`config.mk`:
```
export PLATFORM = sky130hd
export DESIGN_NAME = key_press_gen
export DESIGN_NICKNAME = d
export VERILOG_FILES = /design/src/rtl/key_gen_pkg.sv /design/src/rtl/cycle_timer.sv /design/src/rtl/key_press_gen.sv
export SDC_FILE = /design/constraint.sdc
export NUM_CORES = 1
export LEC_CHECK = 0
export CORE_AREA = 2 2 39 41
export DETAILED_ROUTE_END_ITERATION = 16
export DIE_AREA = 0 0 41 43
export GPL_ROUTABILITY_DRIVEN = 0
export PLACE_DENSITY = 0.84
export SYNTH_ARGS = -nofsm -noshare
export SYNTH_HDL_FRONTEND = slang
export SYNTH_HIERARCHICAL = 1
export SYNTH_SLANG_ARGS = --single-unit
```
`constraint.sdc`:
```
create_clock -name clock -period 5.05 [get_ports clock]
set_clock_uncertainty 0.1 [all_clocks]
set_input_delay 1.2625 -clock clock [delete_from_list [all_inputs] [get_ports clock]]
set_output_delay 1.2625 -clock clock [all_outputs]
set_load 0.1 [all_outputs]
```
`src/rtl/key_gen_pkg.sv`:
```
// Shared types and sizing helpers for the key-press generator.
package key_gen_pkg;

    typedef enum logic [1:0] {IDLE, PRESS, GAP} key_gen_state_t;

    function automatic int timer_width(int press_cycles, int gap_cycles);
        int m;
        m = (press_cycles > gap_cycles) ? press_cycles : gap_cycles;
        return $clog2(m + 1);
    endfunction

endpackage

```
`src/rtl/cycle_timer.sv`:
```
// Loadable down-counter; parks at zero until reloaded.
module cycle_timer #(
    parameter int W = 3
) (
    input  logic         clock,
    input  logic         reset,
    input  logic         load,
    input  logic [W-1:0] load_val,
    output logic         zero
);

    logic [W-1:0] r_cnt;

    always_ff @(posedge clock) begin
        if (reset)
            r_cnt <= '0;
        else if (load)
            r_cnt <= load_val;
        else if (r_cnt != '0)
            r_cnt <= r_cnt - 1'b1;
    end

    assign zero = (r_cnt == '0);

endmodule

```
`src/rtl/key_press_gen.sv`:
```
// Turns one-cycle request pulses into active-low press/release waveforms,
// queueing requests that arrive while a press is in progress.
module key_press_gen
    import key_gen_pkg::*;
#(
    parameter int PRESS_CYCLES = 4,
    parameter int GAP_CYCLES   = 4,
    parameter int QUEUE_DEPTH  = 7
) (
    input  logic                               clock,
    input  logic                               reset,
    input  logic                               req,
    output logic                               key,
    output logic                               busy,
    output logic [$clog2(QUEUE_DEPTH+1)-1:0]   pending,
    output logic                               dropped
);

    localparam int TW = timer_width(PRESS_CYCLES, GAP_CYCLES);
    localparam int PW = $clog2(QUEUE_DEPTH + 1);

    key_gen_state_t r_state;

    logic          w_zero;
    logic          w_load;
    logic [TW-1:0] w_load_val;
    logic          w_have_pend;
    logic          w_start_req;
    logic          w_start_pend;
    logic          w_gap_next;
    logic          w_press_end;
    logic          w_enq;
    logic          w_deq;
    logic          w_full;

    assign w_have_pend  = (pending != '0);
    assign w_start_req  = (r_state == IDLE) && req;
    assign w_start_pend = (r_state == IDLE) && !req && w_have_pend;
    assign w_press_end  = (r_state == PRESS) && w_zero;
    assign w_gap_next   = (r_state == GAP) && w_zero && w_have_pend;

    // A request is queued unless it directly starts a press from IDLE.
    assign w_enq  = req && !w_start_req;
    assign w_deq  = w_start_pend || w_gap_next;
    assign w_full = (pending == PW'(QUEUE_DEPTH));

    assign w_load     = w_start_req || w_start_pend || w_press_end || w_gap_next;
    assign w_load_val = w_press_end ? TW'(GAP_CYCLES - 1) : TW'(PRESS_CYCLES - 1);

    cycle_timer #(.W(TW)) u_timer (
        .clock    (clock),
        .reset    (reset),
        .load     (w_load),
        .load_val (w_load_val),
        .zero     (w_zero)
    );

    always_ff @(posedge clock) begin
        if (reset) begin
            r_state <= IDLE;
            key     <= 1'b1;
            busy    <= 1'b0;
            pending <= '0;
            dropped <= 1'b0;
        end else begin
            case (r_state)
                IDLE: begin
                    if (w_start_req || w_start_pend) begin
                        r_state <= PRESS;
                        key     <= 1'b0;
                        busy    <= 1'b1;
                    end
                end
                PRESS: begin
                    if (w_zero) begin
                        r_state <= GAP;
                        key     <= 1'b1;
                    end
                end
                GAP: begin
                    if (w_gap_next) begin
                        r_state <= PRESS;
                        key     <= 1'b0;
                    end else if (w_zero) begin
                        r_state <= IDLE;
                        busy    <= 1'b0;
                    end
                end
                default: begin
                    r_state <= IDLE;
                    key     <= 1'b1;
                    busy    <= 1'b0;
                end
            endcase

            dropped <= 1'b0;
            if (w_enq && !w_deq) begin
                if (w_full)
                    dropped <= 1'b1;
                else
                    pending <= pending + 1'b1;
            end else if (w_deq && !w_enq) begin
                pending <= pending - 1'b1;
            end
        end
    end

endmodule
```
==> metrics <==
core footprint=1380 um^2; cts repair resizes=0; final worst slack=about 1.6 ns; min-delay src=key; CP max stage delay=0.61 ns; status=complete, no violations; first-pass detailed-route iteration total=4; clk slew on worst S/H paths=~0.07 ns; final setup fails=0; cell count after placement=104; kind of critical path=in -> reg; Clock Sinks=11; Warnings, synthesis=6; post-route insts no fill=108; IO Port Bufs=8; Area after DPL=a little under 800 um^2; Crit path required time=approximately 5 ns; largest net degree at the start of global routing=15; final instance area=808 um^2; Crit Path Max Fanout=9; DP HPWL=1010 um; Hold Path Class=reg -> reg; routed vias=603; Post-CTS Hold Fix Bufs=0; Initial Util=0.505; initial antenna violation count=0; R2R Path Start=u_timer/r_cnt[0]; CP Cell Sequence=clkdlybuf4s50_1, o21ai_0, xor2_1, ha_1, or4_1, a22oi_1, mux2_1; Post-synth top cells=11 x dfxtp_1, 7 x nor2b_1, 5 x inv_1, 5 x nor2_1, 5 x o21ai_0; Die X-Extent=roughly 41 um; top cells by area, synth=dfxtp_1 32%, nor2b_1 6.3%, ha_1 5.4%, a2111oi_0 3.8%, o21ai_0 3.6%; Row Count=14; WL final=around 1300 um; ant diodes=0; worst-margin pin slew=0.965 ns; GRT Resource Usage Total=0.178; Post-synth EDFFs=0; Post-CTS Setup Bufs=0; Hold Violations, Final=0; Setup crit start kind=input port; first-pass GRT wire length=2100 um; max-slew violations=0; Synth Area per Inst=between 8 and 9 um^2; setup_tns=0 ns; RSZ-0062 raised after global routing=false; # H-tree levels=1; Syn Inst Count=84; clock latency on the worst-skew pair=~0.26 ns; most frequent cell after synthesis=dfxtp_1; period utilisation layout=0.686; CTS root buf=clkbuf_4; share of cells above drive strength 1=0.0652; CP Data Arrival Time=3.52 ns; ys flop type=dfxtp_1; nets@finish=99; Distinct cells, synth=39; die area=1760 um^2; Worst path slowest cell=clkdlybuf4s50_1; Layout area overhead=15.8%; die height=43 um; CTS tree=done; Max clock buf depth=2; DR vias/cell=5.58; total global routing overflow=0; post-DR wirelength/cell=between 10 and 15 um; max_cap viols=0; CP Launch Point=req; DRT antenna net count=0; fmax=289 MHz; Async S/R FF share, synth=0; Seq/Total Area, Yosys=0.315; max_slew headroom=0.355; number of remaining DRC errors=0; Setup Slack @ Placement=1.31 ns; top cell type's share of synthesized area=0.315; Synth area leader=dfxtp_1; Yosys reg bits=11; initial DRC count=7; number of buffers created by CTS=3; critical path capture point type=register; vias in the first global route=544; Post-Syn Area=698 um^2; I/O pins=9; Tmin final=about 3.5 ns
-- logic make-up after synthesis --
group	share of synthesized area
AND/OR/NAND/NOR	0.258
AO/OA/AOI/OAI	0.246
flip-flops	0.315
buffers and inverters	0.0609
adder cells (fa/ha/maj)	0.0538
other	0.0108
XOR/XNOR	0.0251
multiplexers	0.0305
-- layer usage --
metal | vias up | wire, um | global-route usage
met5 | - | 0 | 0
li1 | 317 | - | -
met3 | 2 | 29 | 0.0314
met4 | 0 | 17 | 0.120
met1 | 279 | 631 | 0.210
met2 | 5 | 653 | 0.275
-- area by class of cell --
| class | count | area (um^2) |
|---|---|---|
| Timing Repair Buffer | 8 | 80.1 |
| Fill cell | 130 | 576 |
| Inverter | 6 | 22.5 |
| Multi-Input combinational cell | 63 | 439 |
| Tap cell | 16 | 20.0 |
| Sequential cell | 11 | 220 |
| Clock buffer | 4 | 26.3 |
-- cell usage in the layout, fill, tap and decap left out, types with 3 or more instances in the layout --
| cell type | instances |
|---|---|
| nor2b_1 | 7 |
| a21oi_1 | 3 |
| clkbuf_4 | 3 |
| nor2_1 | 5 |
| o21ai_0 | 5 |
| inv_1 | 5 |
| conb_1 | 3 |
| clkdlybuf4s50_1 | 8 |
| dfxtp_1 | 11 |
| a2111oi_0 | 3 |
| nor3_1 | 3 |
| ha_1 | 3 |
-- state kept, by name, indices dropped and copies added, names as in the netlist --
name and flops:
dropped 1, pending 3, r_state 2, u_timer/r_cnt 3
key 1, busy 1
-- final timing paths --
kind / endpoint / slack [ns] / cells past startpoint
worst min register to register: key / 0.40 / 2
worst max register to register: pending[2] / 1.97 / 12
worst min-delay path: key / 0.40 / 2
worst max-delay path: pending[2] / 1.59 / 7
-- per-stage QoR --
step	util	hold WS, ns
after CTS	0.584	0.407
after global routing	0.584	0.444
after floorplan	-	0.457
final	0.584	0.400
after global placement	0.565	0.379
after detailed placement	0.565	0.390
-- critical path: cells and delay by family --
family | cells | cell delay (ns)
AOI/OAI and AO/OA | 2 | 0.41
xor gates and xnor gates | 1 | 0.19
adders and majority gates | 1 | 0.21
buffers and inverters | 1 | 0.61
muxes | 1 | 0.34
and+or+nand+nor | 1 | 0.50
Power is left out: the tool's default activity adds up to more than one toggle a clock period on the data nets, which glitch-free logic cannot reach.
